## config.mk

```make
export PLATFORM = sky130hd
export DESIGN_NAME = llander_thrust_ctrl_flat
export DESIGN_NICKNAME = d
export VERILOG_FILES = /design/src/rtl/llander_pkg.sv /design/src/rtl/llander_thrust_ctrl_if.sv /design/src/rtl/llander_tick_gen.sv /design/src/rtl/llander_thrust_ctrl.sv /design/src/flat_wrapper.sv
export SDC_FILE = /design/constraint.sdc
export NUM_CORES = 1
export LEC_CHECK = 0
export CAP_MARGIN = 20
export CELL_PAD_IN_SITES_DETAIL_PLACEMENT = 0
export CELL_PAD_IN_SITES_GLOBAL_PLACEMENT = 1
export CORE_AREA = 2 2 76 78
export CTS_CLUSTER_DIAMETER = 60
export DETAILED_ROUTE_END_ITERATION = 8
export DIE_AREA = 0 0 78 80
export GPL_ROUTABILITY_DRIVEN = 1
export HOLD_SLACK_MARGIN = 0.03
export PLACE_DENSITY_LB_ADDON = 0.25
export SYNTH_ARGS = -nofsm -noshare
export SYNTH_HDL_FRONTEND = slang
export SYNTH_HIERARCHICAL = 1
export SYNTH_SLANG_ARGS = --single-unit
```

## constraint.sdc

```tcl
create_clock -name clk_25 -period 4.15 [get_ports clk_25]
set_input_delay 0.6225 -clock clk_25 [delete_from_list [all_inputs] [get_ports clk_25]]
set_output_delay 0.6225 -clock clk_25 [all_outputs]
set_load 0.02 [all_outputs]
```

## src/rtl/llander_pkg.sv

```systemverilog
// Shared constants and types for the Lunar Lander player-control stage.
package llander_pkg;

  localparam logic [7:0] THRUST_MAX_C = 8'd254;
  localparam int unsigned TICK_DIV_C = 98425;

  localparam int TURN_ON_C  = 64;
  localparam int TURN_OFF_C = 48;
  localparam int SLEW_STEP_C = 16;

  typedef enum logic {
    TM_ANALOG = 1'b0,
    TM_DPAD   = 1'b1
  } thrust_mode_e;

endpackage

```

## src/rtl/llander_thrust_ctrl_if.sv

```systemverilog
// Player-control bus between the HPS input bridge and the thrust controller.
interface llander_thrust_ctrl_if;
  import llander_pkg::*;

  // No valid/ready handshake: every input is a level sampled on each clk_25
  // edge, and every output is a registered level that is valid every cycle.
  logic [7:0]   analog_x;
  logic [7:0]   analog_y;
  logic         up_req;
  logic         down_req;
  logic         mode_dpad;
  logic [7:0]   thrust;
  logic         turn_l;
  logic         turn_r;
  thrust_mode_e mode_state;

  modport master (
    output analog_x, analog_y, up_req, down_req, mode_dpad,
    input  thrust, turn_l, turn_r, mode_state
  );

  modport slave (
    input  analog_x, analog_y, up_req, down_req, mode_dpad,
    output thrust, turn_l, turn_r, mode_state
  );

endinterface

```

## src/rtl/llander_tick_gen.sv

```systemverilog
// Free-running prescaler: one-cycle tick every DIV clocks (count DIV-1).
module llander_tick_gen #(
  parameter int unsigned DIV = llander_pkg::TICK_DIV_C
) (
  input  logic clk,
  input  logic rst_n,
  output logic tick
);

  localparam int unsigned CW = (DIV > 1) ? $clog2(DIV) : 1;
  localparam logic [CW-1:0] LAST = CW'(DIV - 1);

  logic [CW-1:0] cnt_q;

  always_ff @(posedge clk or negedge rst_n) begin
    if (!rst_n) begin
      cnt_q <= '0;
    end else if (cnt_q == LAST) begin
      cnt_q <= '0;
    end else begin
      cnt_q <= cnt_q + CW'(1);
    end
  end

  assign tick = (cnt_q == LAST);

endmodule

```

## src/rtl/llander_thrust_ctrl.sv

```systemverilog
// Stick/D-pad conditioning into the core's THRUST byte and turn requests.
// Optional analog slew limiter enabled by defining LLANDER_THRUST_SLEW_EN.
module llander_thrust_ctrl
  import llander_pkg::*;
#(
  parameter int unsigned TICK_DIV   = TICK_DIV_C,
  parameter logic [7:0]  THRUST_MAX = THRUST_MAX_C,
  parameter int          TURN_ON    = TURN_ON_C,
  parameter int          TURN_OFF   = TURN_OFF_C
`ifdef LLANDER_THRUST_SLEW_EN
  ,
  parameter int          SLEW_STEP  = SLEW_STEP_C
`endif
) (
  input  logic                  clk_25,
  input  logic                  RESET_L,
  llander_thrust_ctrl_if.slave  bus
);

  localparam logic signed [8:0] ON_P  = 9'(TURN_ON);
  localparam logic signed [8:0] ON_N  = 9'(-TURN_ON);
  localparam logic signed [8:0] OFF_P = 9'(TURN_OFF);
  localparam logic signed [8:0] OFF_N = 9'(-TURN_OFF);

  // ---------------- input registers ----------------
  logic signed [7:0] x_q;
  logic signed [7:0] y_q;
  logic              up_q;
  logic              dn_q;
  logic              mode_in_q;

  always_ff @(posedge clk_25 or negedge RESET_L) begin
    if (!RESET_L) begin
      x_q       <= '0;
      y_q       <= '0;
      up_q      <= 1'b0;
      dn_q      <= 1'b0;
      mode_in_q <= 1'b0;
    end else begin
      x_q       <= bus.analog_x;
      y_q       <= bus.analog_y;
      up_q      <= bus.up_req;
      dn_q      <= bus.down_req;
      mode_in_q <= bus.mode_dpad;
    end
  end

  // ---------------- analog target ----------------
  // 127 - y spans 0..255 for any 8-bit y, so only the top needs clamping.
  logic signed [8:0] y_s;
  logic signed [8:0] target_s;
  logic [7:0]        target;

  assign y_s      = {y_q[7], y_q};
  assign target_s = 9'sd127 - y_s;
  assign target   = (target_s > $signed({1'b0, THRUST_MAX})) ? THRUST_MAX
                                                             : target_s[7:0];

  // ---------------- tick prescaler ----------------
  logic tick;

  llander_tick_gen #(
    .DIV (TICK_DIV)
  ) u_tick (
    .clk   (clk_25),
    .rst_n (RESET_L),
    .tick  (tick)
  );

  // ---------------- mode FSM ----------------
  thrust_mode_e mode_q;
  thrust_mode_e mode_d;
  logic         to_dpad;
  logic         to_analog;

  always_ff @(posedge clk_25 or negedge RESET_L) begin
    if (!RESET_L) begin
      mode_q <= TM_ANALOG;
    end else begin
      mode_q <= mode_d;
    end
  end

  always_comb begin
    mode_d    = mode_q;
    to_dpad   = 1'b0;
    to_analog = 1'b0;
    case (mode_q)
      TM_ANALOG: begin
        if (mode_in_q) begin
          mode_d  = TM_DPAD;
          to_dpad = 1'b1;
        end
      end
      TM_DPAD: begin
        if (!mode_in_q) begin
          mode_d    = TM_ANALOG;
          to_analog = 1'b1;
        end
      end
      default: mode_d = TM_ANALOG;
    endcase
  end

  // ---------------- ramp integrator ----------------
  // Seeding from the analog target on entry to D-pad mode takes priority
  // over a coincident tick so the hand-over is bumpless.
  logic [7:0] ramp_q;

  always_ff @(posedge clk_25 or negedge RESET_L) begin
    if (!RESET_L) begin
      ramp_q <= '0;
    end else if (to_dpad) begin
      ramp_q <= target;
    end else if (tick) begin
      if (up_q && !dn_q && (ramp_q < THRUST_MAX)) begin
        ramp_q <= ramp_q + 8'd1;
      end else if (dn_q && !up_q && (ramp_q != 8'd0)) begin
        ramp_q <= ramp_q - 8'd1;
      end
    end
  end

  // ---------------- analog path ----------------
  logic [7:0] analog_path;

`ifdef LLANDER_THRUST_SLEW_EN
  localparam logic signed [9:0] STEP_P = 10'(SLEW_STEP);
  localparam logic signed [9:0] STEP_N = 10'(-SLEW_STEP);
  localparam logic [7:0]        STEP_U = 8'(SLEW_STEP);

  logic [7:0]        slew_q;
  logic signed [9:0] slew_diff;

  assign slew_diff = $signed({2'b00, target}) - $signed({2'b00, slew_q});

  // Seeded from the ramp when leaving D-pad mode so the output cannot jump.
  always_ff @(posedge clk_25 or negedge RESET_L) begin
    if (!RESET_L) begin
      slew_q <= '0;
    end else if (to_analog) begin
      slew_q <= ramp_q;
    end else if (tick) begin
      if (slew_diff > STEP_P) begin
        slew_q <= slew_q + STEP_U;
      end else if (slew_diff < STEP_N) begin
        slew_q <= slew_q - STEP_U;
      end else begin
        slew_q <= target;
      end
    end
  end

  assign analog_path = slew_q;
`else
  assign analog_path = target;
`endif

  // ---------------- thrust output ----------------
  logic [7:0] thrust_q;

  always_ff @(posedge clk_25 or negedge RESET_L) begin
    if (!RESET_L) begin
      thrust_q <= '0;
    end else if (mode_q == TM_ANALOG) begin
      thrust_q <= analog_path;
    end else begin
      thrust_q <= ramp_q;
    end
  end

  // ---------------- turn hysteresis ----------------
  // 9-bit compare keeps x = -128 well-defined; set and clear bands are
  // disjoint across sides, so left and right can never both be asserted.
  logic signed [8:0] x_s;
  logic              turn_l_q;
  logic              turn_r_q;

  assign x_s = {x_q[7], x_q};

  always_ff @(posedge clk_25 or negedge RESET_L) begin
    if (!RESET_L) begin
      turn_l_q <= 1'b0;
      turn_r_q <= 1'b0;
    end else begin
      if (!turn_l_q) begin
        turn_l_q <= (x_s < ON_N);
      end else begin
        turn_l_q <= (x_s < OFF_N);
      end
      if (!turn_r_q) begin
        turn_r_q <= (x_s > ON_P);
      end else begin
        turn_r_q <= (x_s > OFF_P);
      end
    end
  end

  assign bus.thrust     = thrust_q;
  assign bus.turn_l     = turn_l_q;
  assign bus.turn_r     = turn_r_q;
  assign bus.mode_state = mode_q;

endmodule

```

## src/flat_wrapper.sv

```systemverilog
// flat-port wrapper written by rule: the top's interface ports become plain ports
module llander_thrust_ctrl_flat import llander_pkg::*;
#(
  parameter int unsigned TICK_DIV   = TICK_DIV_C,
  parameter logic [7:0]  THRUST_MAX = THRUST_MAX_C,
  parameter int          TURN_ON    = TURN_ON_C,
  parameter int          TURN_OFF   = TURN_OFF_C

)
  (clk_25, RESET_L, bus_analog_x, bus_analog_y, bus_up_req, bus_down_req, bus_mode_dpad, bus_thrust, bus_turn_l, bus_turn_r, bus_mode_state);
  llander_thrust_ctrl_if bus_i ();
  input  logic clk_25;
  input  logic RESET_L;
  input wire logic [$bits(bus_i.analog_x)-1:0] bus_analog_x;
  input wire logic [$bits(bus_i.analog_y)-1:0] bus_analog_y;
  input wire logic [$bits(bus_i.up_req)-1:0] bus_up_req;
  input wire logic [$bits(bus_i.down_req)-1:0] bus_down_req;
  input wire logic [$bits(bus_i.mode_dpad)-1:0] bus_mode_dpad;
  output wire logic [$bits(bus_i.thrust)-1:0] bus_thrust;
  output wire logic [$bits(bus_i.turn_l)-1:0] bus_turn_l;
  output wire logic [$bits(bus_i.turn_r)-1:0] bus_turn_r;
  output wire logic [$bits(bus_i.mode_state)-1:0] bus_mode_state;
  assign bus_i.analog_x = bus_analog_x;
  assign bus_i.analog_y = bus_analog_y;
  assign bus_i.up_req = bus_up_req;
  assign bus_i.down_req = bus_down_req;
  assign bus_i.mode_dpad = bus_mode_dpad;
  assign bus_thrust = bus_i.thrust;
  assign bus_turn_l = bus_i.turn_l;
  assign bus_turn_r = bus_i.turn_r;
  assign bus_mode_state = bus_i.mode_state;
  llander_thrust_ctrl #(.TICK_DIV(TICK_DIV), .THRUST_MAX(THRUST_MAX), .TURN_ON(TURN_ON), .TURN_OFF(TURN_OFF)) u_core (.clk_25(clk_25), .RESET_L(RESET_L), .bus(bus_i));
endmodule
```

# [Yosys cells after proc, flatten, opt, wreduce, memory -nomap -nowiden]
# Cells that the tools add are included.
[word_totals] ff_bits=55 latch_bits=0 ramBits=0 rom_bits=0 inputBits=21 out_inout_bits=11 elab_cells=43 memories=0
[classes] n_addsub=4 mul=0 div_mod_pow=0 n_lt_le_gt_ge=6 n_eq_ne=1 shifts=0 n_mux=11 n_bitwise=0 reduce_logical=10
[op_table] cell="2-to-1 mux 8 bit" count=6
[op_table] cell="adder 17 x 1 -> 17 bit (second input constant)" count=1
[op_table] cell="equality test 17 bit (second input constant)" count=1
[op_table] cell="2-to-1 mux 17 bit" count=1
[op_table] cell="less-than comparator 8 x 7 -> 1 bit (second input constant)" count=2
[op_table] cell="> comparator 9 bit (second input constant)" count=1
[op_table] cell="subtractor 8 x 8 -> 9 bit (first input constant)" count=1
[op_table] cell="adder 8 x 1 -> 8 bit (second input constant)" count=1
[op_table] cell="> comparator 8 x 7 -> 1 bit (second input constant)" count=1
[op_table] cell="> comparator 8 bit (second input constant)" count=1
[op_table] cell="less-than comparator 8 bit (second input constant)" count=1
[op_table] cell="nonzero test 8 bit" count=1
[op_table] cell="subtractor 8 x 1 -> 8 bit (second input constant)" count=1
[op_table] cell="logical AND 1 bit" count=4
[op_table] cell="2-to-1 mux 1 bit" count=4
[op_table] cell="nonzero test 3 bit" count=1
[op_table] cell="zero test 1 bit" count=2
[op_table] cell="AND reduction 2 bit" count=1
[op_table] cell="nonzero test 2 bit" count=1

# [Logic depth before layout (Yosys ltp)]
# Gate-level depths: netlist of run 1.
[depth] ltp_word=7 depth_mapped=10 ltp_nobuf=10

# [Hierarchy]
# Netlist of run 1, hierarchy kept.
[modules_own_cells] module="llander_thrust_ctrl" n_inst=1 cells_each=133 area_each_um2=1597.8 seq_area_each_um2=950.9
[modules_own_cells] module="llander_tick_gen" n_inst=1 cells_each=79 area_each_um2=843.3 seq_area_each_um2=425.4

# [Worst setup path before layout of run 1]
# Ideal clock, no wire load.
[synth_timing] kind="register -> register" startpoint="register u_core.ramp_q[1]" endpoint="register u_core.ramp_q[7]" setup_time_ps=139 arrival_ps=2142 required_ps=4011 setup_slack_ps=1869 path_stages_with_launch=10 path_buffers=0 synth_period_minus_slack_ps=2281 path_cell_list="dfrtp_1 nand4_1 o21a_1 inv_1 ha_1 or3_1 a31o_2 a21oi_2 xnor2_1 a21oi_1"
[synth_between] elab_chain_cells=5 elab_cells_between_ends=12 classes_between="add/sub: 2; order compare: 1; mux: 4; reduce/logical: 5"
[synth_lines] item="start: declaration" line_no="llander_thrust_ctrl.sv:108" rtl="logic [7:0] ramp_q;"
[synth_lines] item="start signal: assignment" line_no="llander_thrust_ctrl.sv:114" rtl="ramp_q <= target;"
[synth_lines] item="start signal: assignment" line_no="llander_thrust_ctrl.sv:117" rtl="ramp_q <= ramp_q + 8'd1;"
[synth_lines] item="start signal: assignment" line_no="llander_thrust_ctrl.sv:119" rtl="ramp_q <= ramp_q - 8'd1;"
[synth_lines] item="subtractor 8 x 1 -> 8 bit / less-than comparator 8 bit (equally long branches)" line_no="llander_thrust_ctrl.sv:119, llander_thrust_ctrl.sv:116"
[synth_lines] item="2-to-1 mux 8 bit / logical AND 1 bit (equally long branches)" line_no="llander_thrust_ctrl.sv:118, llander_thrust_ctrl.sv:116"
[synth_lines] item="2-to-1 mux 8 bit" line_no="llander_thrust_ctrl.sv:116" rtl="if (up_q && !dn_q && (ramp_q < THRUST_MAX)) begin"
[synth_lines] item="2-to-1 mux 8 bit" line_no="llander_thrust_ctrl.sv:115" rtl="end else if (tick) begin"
[synth_lines] item="2-to-1 mux 8 bit" line_no="llander_thrust_ctrl.sv:113" rtl="end else if (to_dpad) begin"
# Parallel ways exist; a longest one is shown, timed or not. The select of a mux whose other input is x is not followed.
# A chain may end at the register's enable or synchronous reset.

# [Final worst setup path of run 1]
# Ends and elaborated chain as after synthesis.

==> impl_metrics.tcl, run 1 <==
set metrics [dict create \
    ys_seq_elements 55 \
    dr.pass1.iters 4 \
    hp-start "u_core/mode_in_q$_DFF_PN0_" \
    dp_hpwl_um 3230 \
    synth_area_per_cell_um2 11.5 \
    port_buffers 31 \
    postSynthCellCount 212 \
    leakage_uw 0.00124 \
    clockRootBuffer "clkbuf_8" \
    worstSetupStartpointType "flop" \
    dpl_cell_area_um2 2830 \
    drive_above_1_share 0.100 \
    synth_top_family_by_area "simple AND/OR/NAND/NOR gates" \
    track_usage 0.159 \
    post_cts_resized 0 \
    worstPathRequired_ps 4320 \
    grt_pass1_vias 1695 \
    antenna_found_initial 0 \
    synth_edf_count 0 \
    synthSimpleGateAreaFrac 0.160 \
    antenna_left 0 \
    cap_violations 0 \
    nFillCells 492 \
    initial_core_util 0.452 \
    grt_pass1_wl_um 7820 \
    ios 32 \
    fin_ws_ps 1640 \
    setup_violations 0 \
    gr-total-overflow 0 \
    gp_congestion 0.786 \
    worst_slew_pin_slew_ps 669 \
    whs_ps 421 \
    ys_seq_area_frac 0.564 \
    worstSetupStartpoint "u_core/ramp_q[1]$_DFFE_PN0P_" \
    ys_async_sr_fraction 1.00 \
    cp_slowest_cell "dfrtp_1" \
    die_area_um2 6240 \
    cp_common_cell "a21oi_1" \
    fin_nets 279 \
    rr_startpoint "u_core/ramp_q[1]$_DFFE_PN0P_" \
    wl_per_cell_um 14.0 \
    clk_pin_slew_worst_paths_ps 100 \
    path_cells "nand4_1, o21a_1, inv_1, ha_1, a21oi_1, o2111ai_1, a31o_2, a21oi_2, xnor2_1, a21oi_1" \
    crit_buf_inv 1 \
    finalCriticalPeriod_ps 2510 \
    core_area_um2 5410 \
    routed_wl_um 4510 \
    period_share 0.605 \
    area_growth_pct 19.8 \
    drt-vias-per-instance 5.23 \
    synth.area.mux_share 0.0220 \
    hp-class "reg2reg" \
    cts_hold_buffers 0 \
    die_w_um 78 \
    die_h_um 80 \
    synth_area_um2 2440 \
    syn-num-nets 243 \
    design_area_um2 2920 \
    clock_skew_ps 6.17 \
    cts_buffers 5 \
    slew_headroom 0.554 \
    cpLargestDelayFamily "compound AO/OA/AOI/OAI gates" \
    synth_cell_types 45 \
    outcome "complete, no violations" \
    synthAdderAreaFrac 0.0543 \
    ys.flop_type "dfrtp_1" \
    maxSlewViolCount 0 \
    rsz0062_at_grt "false" \
    yosysWarningCount 6 \
    synth_compound_area_frac 0.102 \
    peakVddDrop_uv 185 \
    htreeDepth 2 \
    cts_setup_buffers 0 \
    drc 0 \
    worstSetupPathType "reg2reg" \
    synth_xor_area_frac 0.0753 \
    cts_sinks 55 \
    cpPeakStageDelay_ps 480 \
    cp-end-kind "flop" \
    crit_fanout 8 \
    drt_first_iter_violations 89 \
    cts_buffer_depth 2 \
    grt_max_degree 56 \
    placementRows 27 \
    clk_latency_ps 300 \
    hold_viol_final 0 \
    fmax_ghz 0.398 \
    cts_tree "done" \
    powerDensity_nw_per_um2 365 \
    via_count 1680 \
    pre_cts_ws_ps 1680 \
    tns_ps 0 \
    worstPathArrival_ps 2680 \
    n_antenna_cell 0 \
]
[flip-flops by register name, indices dropped and copies added (netlist names)]
signal                 flops
u_core/bus.mode_state      1
u_core/bus.thrust          8
u_core/bus.turn_l          1
u_core/bus.turn_r          1
u_core/dn_q                1
u_core/mode_in_q           1
u_core/ramp_q              8
u_core/u_tick/cnt_q       17
u_core/up_q                1
u_core/x_q                 8
u_core/y_q                 8
[logic make-up after synthesis]
logic type / Yosys count
AOI/OAI and AO/OA: 38
and+or+nand+nor: 71
xor gates and xnor gates: 21
muxes: 5
adders and majority gates: 10
DFF: 55
buffers and inverters: 12
[synth_stat cells, types with 4 or more instances]
master | instances | area, um^2
dfrtp_1 | 55 | 1380
nor2_1 | 18 | 67.6
nand2_1 | 16 | 60.1
xnor2_1 | 12 | 105
o21ai_0 | 11 | 55.1
ha_1 | 9 | 113
xor2_1 | 9 | 78.8
a21oi_1 | 8 | 40.0
inv_1 | 8 | 30.0
nand3_1 | 7 | 35.0
nand4_1 | 6 | 37.5
nand2b_1 | 4 | 25.0
nor4_1 | 4 | 25.0
[placed cells by master (no fill, tap or decap), drive strengths merged, types with 9 or more instances in the layout]
cell type,instances
xnor2,12
o21ai,12
dfrtp,55
nand2,16
ha,9
xor2,9
inv,10
nor2,18
a21oi,10
clkdlybuf4s50,30
[metal layers]
metal	share of wire	vias to the layer above	track usage
li1	-	814	-
met1	0.44	835	0.195
met2	0.52	29	0.287
met3	0.031	2	0.0351
met4	0.0038	0	0.0333
met5	0	-	0
[final timing paths]
kind / to / slack (ps) / cells past startpoint
worst max-delay path: u_core/ramp_q[7]$_DFFE_PN0P_ / 1640 / 10
worst min-delay path: u_core/bus.mode_state$_DFF_PN0_ / 420 / 0
worst max register to register: u_core/ramp_q[7]$_DFFE_PN0P_ / 1640 / 10
worst min register to register: u_core/bus.mode_state$_DFF_PN0_ / 420 / 0
max in group asynchronous: u_core/u_tick/cnt_q[1]$_DFF_PN0_ / 3280 / 2
min in group asynchronous: u_core/u_tick/cnt_q[13]$_DFF_PN0_ / 440 / 2
[through the flow]
| stage | power, uW | instances | utilization |
|---|---|---|---|
| after floorplan | 697 | 212 | - |
| after global placement | 775 | 313 | 0.523 |
| after detailed placement | 775 | 313 | 0.523 |
| after CTS | 1080 | 321 | 0.541 |
| after global routing | 1140 | 321 | 0.541 |
| final | 1070 | 321 | 0.541 |
[final cells by class]
type | instances | area [um^2] | share of cell area
clock buffers | 5 | 68.8 | 0.0235
clock inverters | 3 | 27.5 | 0.00941
inverters | 8 | 30.0 | 0.0103
multi-input cells | 145 | 1010 | 0.346
flip-flops and latches | 55 | 1380 | 0.471
well taps | 72 | 90.1 | 0.0308
repair buffers | 33 | 320 | 0.110
[where the power goes]
| part | switching (uW) | internal [uW] | total (uW) |
|---|---|---|---|
| clock network | 179 | 125 | 304 |
| logic | 83.7 | 84.2 | 168 |
| registers | 31.2 | 565 | 596 |
| total | 293 | 774 | 1070 |
No activity file was read; power rests on OpenSTA's default activity.
==> run 2, diff against run 1 <==
--- a/config.mk
+++ b/config.mk
@@ -8,10 +8,10 @@
 export CAP_MARGIN = 20
 export CELL_PAD_IN_SITES_DETAIL_PLACEMENT = 0
 export CELL_PAD_IN_SITES_GLOBAL_PLACEMENT = 1
-export CORE_AREA = 2 2 76 78
+export CORE_AREA = 2 2 83 85
 export CTS_CLUSTER_DIAMETER = 60
 export DETAILED_ROUTE_END_ITERATION = 8
-export DIE_AREA = 0 0 78 80
+export DIE_AREA = 0 0 85 87
 export GPL_ROUTABILITY_DRIVEN = 1
 export HOLD_SLACK_MARGIN = 0.03
 export PLACE_DENSITY_LB_ADDON = 0.25
==> constraint.sdc (replaced) <==
create_clock -name clk_25 -period 2.3 [get_ports clk_25]
set_input_delay 0.345 -clock clk_25 [delete_from_list [all_inputs] [get_ports clk_25]]
set_output_delay 0.345 -clock clk_25 [all_outputs]
set_load 0.02 [all_outputs]
==> run 2 against run 1 <==
  * Sequential share of layout area shrank 4.3 points
  * Combinational power grew to 2.8 times the previous value
  * Count of clock-buffer cells in the layout is the same
==> impl_metrics.tcl, run 2 (synthesized netlist as in run 1, its figures left out) <==
set metrics [dict create \
    core_area_um2 6570 \
    cts_buffers 5 \
    clock_skew_ps 5.61 \
    grt_pass1_wl_um 8110 \
    pre_cts_ws_ps -96.2 \
    leakage_uw 0.00134 \
    fin_nets 294 \
    dp_hpwl_um 3540 \
    maxSlewViolCount 0 \
    hold_viol_final 0 \
    pwr-share-clk 0.259 \
    cp-end-kind "flop" \
    dpl_cell_area_um2 2940 \
    drc 0 \
    intPower_uw 1490 \
    grt_max_degree 33 \
    globalRouteMet1Util 0.199 \
    worstSetupStartpointType "flop" \
    reg2reg_depth 9 \
    hp-class "in2async" \
    swShare 0.280 \
    ios 32 \
    die_h_um 87 \
    antenna_found_initial 0 \
    fmax_ghz 0.437 \
    wl_per_cell_um 14.7 \
    rsz0062_at_grt "true" \
    placementRows 30 \
    finalCriticalPeriod_ps 2290 \
    routed_wl_um 5050 \
    worstPathRequired_ps 2480 \
    cts_sinks 55 \
    p_comb_frac 0.230 \
    critPathCapture "u_core/ramp_q[7]$_DFFE_PN0P_" \
    fin_ws_ps 13.0 \
    met2_usage 0.210 \
    dr.pass1.iters 4 \
    clk_pin_slew_worst_paths_ps 100 \
    worstSetupPathType "reg2reg" \
    crit_fanout 8 \
    drt_first_iter_violations 55 \
    post-route-util 0.490 \
    slew_headroom 0.516 \
    initial_core_util 0.372 \
    peakVddDrop_uv 321 \
    ff2ff_setup_slack_ps 10 \
    cap_violations 0 \
    clk_latency_ps 310 \
    path_cells "nand4_1, o21a_1, clkinv_4, ha_4, or3_4, a31o_4, a21oi_2, xnor2_1, a21oi_1" \
    largest_reg_flops 17 \
    design_area_um2 3220 \
    htreeDepth 2 \
    largest-register "u_core/u_tick/cnt_q" \
    met3_usage 0.0313 \
    grt_pass1_vias 1701 \
    via_count 1700 \
    drt-vias-per-instance 4.94 \
    cts_buffer_depth 2 \
    grt_busiest_layer "met2" \
    cp_slowest_cell "dfrtp_1" \
    n_antenna_cell 0 \
    worstSetupStartpoint "u_core/ramp_q[1]$_DFFE_PN0P_" \
    track_usage 0.140 \
    period_share 0.994 \
    dp.cells 335 \
    gp_congestion 0.797 \
    worst_slew_pin_slew_ps 725 \
    setup_violations 0 \
    port_buffers 31 \
    worstReg2RegEnd "u_core/ramp_q[7]$_DFFE_PN0P_" \
    gr-total-overflow 0 \
    antenna_left 0 \
    worstPathArrival_ps 2460 \
    die_area_um2 7400 \
    mostFrequentLayoutCell "dfrtp_1" \
    cts_tree "done" \
    powerDensity_nw_per_um2 643 \
    clockRootBuffer "clkbuf_8" \
    switching_power_uw 579 \
    mostFrequentLayoutCells "55 x dfrtp_1, 30 x clkdlybuf4s50_1, 18 x nor2_1" \
    instances_no_fill 344 \
    cpPeakStageDelay_ps 390 \
    cts_hold_buffers 0 \
    area_growth_pct 31.9 \
    outcome "complete, no violations" \
    drive_above_1_share 0.216 \
    pwr-share-seq 0.510 \
    die_w_um 85 \
    rr_startpoint "u_core/ramp_q[1]$_DFFE_PN0P_" \
]
==> run 2: changes by cell type in the layout (fill, tap and decap cells not counted), sizes merged <==
cell,previous run,this run
buf,3,18
clkinvlp,1,0
inv,10,8
clkinv,0,3
==> run 2: per-layer routing <==
layer / vias to the layer above / share of wire
met4: 0 / 0.013
li1: 847 / -
met1: 821 / 0.48
met3: 5 / 0.039
met2: 27 / 0.47
met5: - / 0
==> run 2: worst min path at each step <==
stage,from,to,slack [ps],depth (start not counted)
after detailed placement,u_core/mode_in_q$_DFF_PN0_,u_core/bus.mode_state$_DFF_PN0_,400,0
after global routing,RESET_L,u_core/u_tick/cnt_q[10]$_DFF_PN0_,140,1
after global placement,u_core/mode_in_q$_DFF_PN0_,u_core/bus.mode_state$_DFF_PN0_,410,0
after floorplan,RESET_L,u_core/bus.mode_state$_DFF_PN0_,50,0
final,RESET_L,u_core/u_tick/cnt_q[10]$_DFF_PN0_,90,1
after CTS,RESET_L,u_core/bus.turn_l$_DFF_PN0_,120,1
==> run 2: area by class of cell <==
cell class	instances	area [um^2]
Timing Repair Buffer	48	433
Inverter	8	35.0
Clock inverter	3	22.5
Clock buffer	5	68.8
Fill cell	612	3350
Multi-Input combinational cell	145	1180
Tap cell	80	100
Sequential cell	55	1380
==> run 2: power groups by stage <==
stage	clock (uW)	sequential (uW)	combinational (uW)
2_1_floorplan	0	1100	161
3_3_place_gp	0	1070	375
3_5_place_dp	0	1070	374
4_1_cts	561	1050	378
5_1_grt	595	1060	517
6_report	536	1060	476
==> run 2: metrics by stage <==
| step | hold WS [ps] | total power, uW | TNS, ps |
|---|---|---|---|
| 2_1_floorplan | 49.4 | 1260 | 0 |
| 3_3_place_gp | 413 | 1450 | -81.4 |
| 3_5_place_dp | 402 | 1450 | -137 |
| 4_1_cts | 117 | 1990 | 0 |
| 5_1_grt | 145 | 2180 | -330 |
| 6_report | 86.3 | 2070 | 0 |
==> run 2: what timing repair did <==
item,CTS,global route
endpoints found under the setup margin,2,5
gates cloned,0,0
gates resized for setup,2,25
hold endpoints to repair,0,0
setup buffers,0,1
pin swaps,0,14
==> run 2: worst max-delay path, delay by kind of cell, from the launching register on <==
| kind | cells | cell delay [ps] |
|---|---|---|
| DFF | 1 | 390 |
| adders and majority gates | 1 | 290 |
| AOI/OAI and AO/OA | 4 | 660 |
| buffers and inverters | 1 | 180 |
| xor gates and xnor gates | 1 | 130 |
| and+or+nand+nor | 2 | 490 |
